### config.mk
export PLATFORM = sky130hd
export DESIGN_NAME = iqueue_fetch
export DESIGN_NICKNAME = d
export VERILOG_FILES = /design/src/rtl/iqueue_fetch.sv
export SDC_FILE = /design/constraint.sdc
export NUM_CORES = 1
export LEC_CHECK = 0
export ABC_AREA = 1
export CORE_AREA = 2 2 76 78
export CTS_CLUSTER_SIZE = 20
export DETAILED_ROUTE_END_ITERATION = 6
export DIE_AREA = 0 0 78 80
export PLACE_DENSITY = 0.83
export SLEW_MARGIN = 25
export SYNTH_ARGS = -nofsm -noshare
export SYNTH_HDL_FRONTEND = slang
export SYNTH_SLANG_ARGS = --single-unit
### constraint.sdc
create_clock -name clk -period 3.5 [get_ports clk]
set_input_delay 0.7 -clock clk [delete_from_list [all_inputs] [get_ports clk]]
set_output_delay 0.7 -clock clk [all_outputs]
set_load 0.02 [all_outputs]
### src/rtl/iqueue_fetch.sv
// Fetch front end: walks the PC, reads instruction memory in order and pushes
// {pc, instr} pairs into the instruction queue, restarting cleanly on redirect.
module iqueue_fetch #(
  parameter logic [15:0] RESET_PC = 16'h0000
) (
  input  logic        clk,
  input  logic        reset,
  input  logic        redirect,
  input  logic [15:0] redirect_pc,
  output logic        imem_read,
  output logic [15:0] imem_address,
  input  logic        imem_resp,
  input  logic [15:0] imem_rdata,
  input  logic        iq_full,
  output logic        iq_load,
  output logic [15:0] iq_pc,
  output logic [15:0] iq_instr
);

  localparam logic [1:0] S_REQ     = 2'd0;
  localparam logic [1:0] S_PUSH    = 2'd1;
  localparam logic [1:0] S_DISCARD = 2'd2;

  logic [1:0]  r_state;
  logic [15:0] r_pc;
  logic [15:0] r_hold_pc;
  logic [15:0] r_hold_instr;
  logic [15:0] w_redirect_pc;

  assign w_redirect_pc = redirect_pc & 16'hFFFE;

  always_ff @(posedge clk or posedge reset) begin
    if (reset) begin
      r_state      <= S_REQ;
      r_pc         <= RESET_PC & 16'hFFFE;
      r_hold_pc    <= 16'h0000;
      r_hold_instr <= 16'h0000;
    end else begin
      case (r_state)
        S_REQ: begin
          if (redirect) begin
            r_pc <= w_redirect_pc;
            // The old read is still in flight unless it completes right now;
            // park its address so it stays on the bus until the response drains.
            if (!imem_resp) begin
              r_hold_pc <= r_pc;
              r_state   <= S_DISCARD;
            end
          end else if (imem_resp) begin
            r_hold_pc    <= r_pc;
            r_hold_instr <= imem_rdata;
            r_pc         <= r_pc + 16'd2;
            r_state      <= S_PUSH;
          end
        end
        S_DISCARD: begin
          if (redirect) begin
            r_pc <= w_redirect_pc;
          end
          if (imem_resp) begin
            r_state <= S_REQ;
          end
        end
        S_PUSH: begin
          if (redirect) begin
            r_pc    <= w_redirect_pc;
            r_state <= S_REQ;
          end else if (!iq_full) begin
            r_state <= S_REQ;
          end
        end
        default: begin
          r_state <= S_REQ;
        end
      endcase
    end
  end

  // Reset gates the request strobes so they drop without waiting for a clock.
  assign imem_read    = !reset && ((r_state == S_REQ) || (r_state == S_DISCARD));
  assign imem_address = (r_state == S_DISCARD) ? r_hold_pc : r_pc;
  assign iq_load      = !reset && (r_state == S_PUSH) && !redirect;
  assign iq_pc        = r_hold_pc;
  assign iq_instr     = r_hold_instr;

endmodule

# Word-level counts from Yosys, hierarchy flattened
# Index checks and enable logic that the tools add are counted.
# classes
n_addsub,1
eq_ne,8
mux,15
bitwise_logic,1
n_reduce_logical,14
# op_table
cell,count
$mux 16,7
$pmux 16 s2,1
$add 16x2->16 const B,1
$mux 2,6
$ne 3x3->1 const B,3
$reduce_and 3->1,3
$pmux 2 s3,1
$ne 2x2->1 const B,2
$reduce_and 4->1,1
$reduce_bool 2->1,2
$logic_and 1x1->1,3
$eq 2x1->1 const B,1
$eq 2x2->1 const B,1
$logic_not 1->1,2
$logic_not 2->1,1
$ne 2x1->1 const B,1
$reduce_or 2->1,1
$logic_or 1x1->1,1
$not 1->1,1
# word_totals
reg_bits,50
inputBits,37
output_inout_bits,50
word_cells,43

# Depth between registers and ports, before layout
# Gate-level depths: netlist of run 1.
# logic_depth
word_depth,4
ltp_mapped,11
ltp_nobuf,9

# Worst setup path after synthesis of run 1
# No wires, ideal clock.
# synth_path
path_kind,reg-to-output
startpoint,register r_state[0]
endpoint,output port imem_address[3]
t_arrival_ns,1.314
required_time_ns,2.800
setup_slack_ns,1.486
stages_incl_launch_ff,5
n_path_buf,1
path_cell_list,dfrtp_1 inv_1 ha_1 clkbuf_1 o21ai_0
# synth_between
elab_chain_len,2
# synth_lines
element,line_no,rtl
from (decl),24,logic [1:0] r_state;
from (signal assigned),34,r_state <= S_REQ;
from (signal assigned),47,r_state <= S_DISCARD;
from (signal assigned),53,r_state <= S_PUSH;
$eq 2x2->1,81,assign imem_address = (r_state == S_DISCARD) ? r_hold_pc : r_pc;
$mux 16,81,
to (decl),11,"output logic [15:0] imem_address,"
# No other way between the ends.

# Worst setup path in the final report of run 1
# layout_path
startpoint,register r_state[0]
endpoint,output port imem_address[14]
# The elaborated chain is that of the path after synthesis.

==> impl_metrics.yaml, run 1 <==
finish:
  layout.nets: 436
  fin_area_um2: 3500
  final_core_util_pct: 64.8
  drive_gt1_share_pct: 8.40
  final_cells: 465
  syn2layout_area_growth_pct: 37.1
  antenna_cells: 0
synthesis:
  synth_top_cell_by_area: "dfrtp_1"
  ys_ff_latch: 48
  yosysWarnings: 0
  synth_edf_count: 0
  synth_area_leaders: "dfrtp_1, nand2_1, o21ai_0"
  synthDistinctLibCells: 26
  synthesis.area_um2: 2550
  netlist.area_leader.share_pct: 47.0
  syn_inst: 314
  syn_avg_cell_area_um2: 8.14
  synthArstFlopShare_pct: 100
  seq_area_frac_synth_pct: 47.0
  synth_common_cells: "nand2_1, dfrtp_1, o21ai_0, nor2_1, inv_1"
  ys.flop_type: "dfrtp_1"
  synth_most_common_cell: "nand2_1"
floorplan:
  coreArea_um2: 5410
  row_count: 27
  die_h_um: 80
  dieArea_um2: 6240
  ios: 87
  start_util_pct: 47.3
  die_w_um: 78
placement:
  placed_cell_area_um2: 3410
  place.gp.congestion: 0.930
  place_inst: 457
  dp_hpwl_um: 4540
  pre_cts_slack_ps: 724
  io_buffers: 83
setup_path:
  critPathLaunchType: "flop"
  crit_path_end_kind: "output port"
  path_max_fanout: 17
  critPathTopFamily: "buffers and inverters"
  path_cells: "inv_1 > ha_1 > buf_4 > nand2_1 > o21ai_0 > clkdlybuf4s50_1"
  max_stage_delay_ps: 660
  critPathSlowestCell: "clkdlybuf4s50_1"
  crit_buf_inv: 3
  critical_path_class: "flop to output port"
  crit_required_ps: 2800
  worstPathArrival_ps: 2420
cts:
  root_buffer: "clkbuf_8"
  postCtsSetupBuffers: 0
  cts_buffer_depth: 2
  htree_levels: 2
  cts-hold-fix-buffers: 0
  cts_resized: 0
  clkLatencyLatePin_ps: 300
  cts_buffers: 5
  tritoncts: "yes"
  clock_sinks: 48
  clk_pin_slew_worst_paths_ps: 90
global_routing:
  grt_pass1_vias: 2225
  grtUsageTotal_pct: 20.3
  grt.overflow.total: 0
  grt_max_degree: 49
  antenna_found_initial: 0
  grt_pass1_wl_um: 10100
sta:
  fin_skew_ps: 7.89
  rsz0062_at_grt: "false"
  drv_slew: 0
  worst_pin_slew_ps: 808
  max_freq_ghz: 0.320
  setup_tns_ps: 0
  hold_ws_ps: 512
  post-route-period-util_pct: 89.2
  fin_crit_ps: 3120
  setup_viol: 0
  hold_viol: 0
  slew_headroom_pct: 46.0
  setup_ws_ps: 380
pwr:
  vdd_ir_drop_max_v: 0.000416
  p_leak_nw: 1.56
  power_density_nw_per_um2: 1010
  p_total_mw: 3.54
drt:
  totalWireLength_um: 6220
  ant_nets: 0
  vias_per_cell: 5.02
  drt_drc_violations_left: 0
  drtIter0Drc: 132
  vias: 2336
  first_pass_iters: 4
  wl_per_cell_um: 13.4
hold_path:
  hp-class: "flop to flop"
outcome:
  status: "finished, final reports clean"
run:
  cap_viol_max_count: 0
## layout by cell type (no fill, tap or decap)
master,instances
nor2_4,1
nand2_1,87
a31oi_1,1
clkbuf_8,5
a22oi_1,3
o21ai_0,43
clkdlybuf4s50_1,83
clkinv_2,1
buf_4,2
or2_2,1
nor2_1,29
conb_1,2
xor2_1,1
inv_1,21
nor3_1,1
o22ai_1,2
a21oi_1,6
nand2_2,1
o21bai_1,1
inv_2,2
dfrtp_1,48
mux2_2,16
ha_1,7
clkinv_4,1
clkinvlp_4,2
nand4_1,6
nand3_1,19
nor2_2,1
## where the power goes
| group | internal, mW | switching [mW] | total (mW) |
|---|---|---|---|
| Combinational | 0.919 | 1.22 | 2.14 |
| Clock | 0.142 | 0.194 | 0.336 |
| Sequential | 0.838 | 0.223 | 1.06 |
| Total | 1.90 | 1.64 | 3.54 |
## path summary, 6_finish.rpt
kind	startpoint	end	slack (ps)	cells past startpoint
min in group asynchronous	reset	iq_pc[3]$_DFFE_PP0P_	890	2
max	r_state[0]$_DFFE_PP0P_	imem_address[14]	380	6
max reg2reg	r_state[0]$_DFFE_PP0P_	r_pc[13]$_DFFE_PP0P_	1560	8
min reg2reg	iq_instr[7]$_DFFE_PP0P_	iq_instr[7]$_DFFE_PP0P_	510	1
max in group asynchronous	reset	r_pc[2]$_DFFE_PP0P_	2120	2
min	iq_instr[7]$_DFFE_PP0P_	iq_instr[7]$_DFFE_PP0P_	510	1
## registers in the layout, summed over array words and instances (netlist names)
name and count:
iq_pc 15, r_state 2, iq_instr 16, r_pc 15
## per-layer routing
metal,global-route usage [%],vias to the layer above,share of wire (%)
met3,4.75,6,6.3
met2,34.2,93,46
met1,26.6,1061,47
met5,0,-,0
met4,4.56,0,0.64
li1,-,1176,-
## final cells by class
cell class,instances,area [µm²]
Fill cell,447,1900
Sequential cell,48,1200
Multi-Input combinational cell,228,1180
Timing Repair Buffer,85,846
Inverter,24,91.3
Tap cell,72,90.1
Clock buffer,5,68.8
Clock inverter,3,23.8
## cell families after synthesis
group	share of synthesized area (%)
AO/OA/AOI/OAI	11.5
XOR/XNOR	0.343
flip-flops	47.0
buffers and inverters	6.91
adder cells (fa/ha/maj)	3.43
multiplexers	7.05
other	0.147
AND/OR/NAND/NOR	23.6
(Power assumes the default switching activity.)
==> inputs of run 2 (changes only) <==
- ABC_CLOCK_PERIOD_IN_PS: not set -> 3500
- CTS_CLUSTER_SIZE: 20 -> 8
==> results of run 2 <==
Final layout, timing and power as in run 1 (identical DEF).
==> inputs of run 3 (changes only) <==
- ABC_CLOCK_PERIOD_IN_PS: 3500 -> 2600
- CORE_AREA: 2 2 76 78 -> 2 2 82 84
- DIE_AREA: 0 0 78 80 -> 0 0 84 86
- MAX_ROUTING_LAYER: not set -> met4
- PLACE_DENSITY: 0.83 -> 0.75
- clock period: 3.5 -> 2.6 ns (I/O delays scaled with it)
==> run 3 against run 2 <==
Sequential cell count did not move. Register-to-register slack got worse by 690 ps. Routed wire length rose by 0.82%. Sequential share of layout area fell by 1.3 points. Cell area rose by 4.0%. Clock skew barely moved. Critical path type unchanged. Critical endpoint is now imem_address[3]. Largest cell class unchanged.
==> impl_metrics.yaml, run 3 (same netlist as run 1, synthesis figures left out) <==
setup_path:
  path_max_fanout: 12
  critPathLaunchType: "flop"
  crit_path_end_kind: "output port"
  crit_required_ps: 2080
  critical_path_class: "flop to output port"
  worstPathArrival_ps: 1970
  r2r_slack_ps: 870
hold_path:
  hp-class: "flop to flop"
drt:
  drt_drc_violations_left: 0
  vias: 2374
  first_pass_iters: 4
  vias_per_cell: 4.99
  drtIter0Drc: 158
  totalWireLength_um: 6270
  ant_nets: 0
  wl_per_cell_um: 13.2
cts:
  clkLatencyLatePin_ps: 300
  clock_sinks: 48
  cts-hold-fix-buffers: 0
  root_buffer: "clkbuf_8"
  cts_buffer_depth: 2
  postCtsSetupBuffers: 0
  tritoncts: "yes"
  htree_levels: 2
  clk_pin_slew_worst_paths_ps: 80
  cts_buffers: 5
placement:
  pre_cts_slack_ps: 183
  dp_hpwl_um: 4760
  place.gp.congestion: 0.909
  place_inst: 468
  placed_cell_area_um2: 3460
  io_buffers: 83
floorplan:
  start_util_pct: 40.7
  ios: 87
  coreArea_um2: 6280
  row_count: 29
  die_w_um: 84
  die_h_um: 86
  dieArea_um2: 7220
finish:
  largest_reg_flops: 16
  antenna_cells: 0
  final_core_util_pct: 58.0
  final_cells: 476
  drive_gt1_share_pct: 9.77
  fin_area_um2: 3640
  layout.nets: 442
  final_common_cell: "nand2_1"
  fillers: 574
  syn2layout_area_growth_pct: 42.6
  layout_common_cells: "nand2_1, clkdlybuf4s50_1, dfrtp_1"
global_routing:
  antenna_found_initial: 0
  grt_pass1_wl_um: 10400
  grt_pass1_vias: 2177
  grt.busiest_layer: "met2"
  grt_max_degree: 49
  use_met2_pct: 29.4
  grt.overflow.total: 0
  grtUsageTotal_pct: 18.3
  globalRouteMet1Util_pct: 23.7
  use_met3_pct: 3.56
sta:
  slew_headroom_pct: 59.7
  post-route-period-util_pct: 95.9
  fin_skew_ps: 7.67
  drv_slew: 0
  max_freq_ghz: 0.401
  rsz0062_at_grt: "false"
  setup_tns_ps: 0
  worst_pin_slew_ps: 605
  hold_viol: 0
  hold_ws_ps: 514
  setup_ws_ps: 107
  fin_crit_ps: 2490
  setup_viol: 0
run:
  cap_viol_max_count: 0
pwr:
  p_leak_nw: 1.72
  power_density_nw_per_um2: 1390
  vdd_ir_drop_max_v: 0.000631
  p_total_mw: 5.08
outcome:
  status: "finished, final reports clean"
[run 3: cell type report]
class,count,area [µm²],share of cell area [%]
flip-flops and latches,48,1200,33.0
multi-input cells,228,1180,32.4
repair buffers,91,916,25.1
well taps,77,96.3,2.64
clock inverters,3,90.1,2.47
inverters,24,90.1,2.47
clock buffers,5,68.8,1.89
[run 3: per-layer routing]
metal,wire length [µm],vias up,part of all wire [%]
met2,3000,81,48
met4,58,0,0.93
li1,-,1192,-
met1,2850,1095,45
met3,359,6,5.7
met5,0,-,0
[run 3: critical path, cell delays in order (launching register included)]
cell and delay [ps]:
dfrtp_1 360, inv_1 70, ha_1 220, buf_4 180, o21ai_0 210, clkdlybuf4s50_1 640
[run 3: path summary, 6_finish.rpt]
kind,cells past startpoint,start,to
worst max-delay path,5,r_state[0]$_DFFE_PP0P_,imem_address[3]
worst min-delay path,1,iq_instr[12]$_DFFE_PP0P_,iq_instr[12]$_DFFE_PP0P_
worst max register to register,8,r_state[0]$_DFFE_PP0P_,r_pc[1]$_DFFE_PP0P_
worst min register to register,1,iq_instr[12]$_DFFE_PP0P_,iq_instr[12]$_DFFE_PP0P_
max in group asynchronous,3,reset,r_pc[3]$_DFFE_PP0P_
min in group asynchronous,3,reset,iq_instr[7]$_DFFE_PP0P_
[run 3: repair_timing]
item / CTS / global route
endpoints found under the hold margin: 0 / 0
endpoints found under the setup margin: 0 / 10
resized for setup: 0 / 10
[run 3: power by group]
part | leakage (nW) | total [mW] | internal, mW | switching (mW)
logic | 1.07 | 2.92 | 1.27 | 1.65
clock network | 0.0784 | 0.729 | 0.481 | 0.248
registers | 0.571 | 1.43 | 1.13 | 0.297
total | 1.72 | 5.08 | 2.88 | 2.19
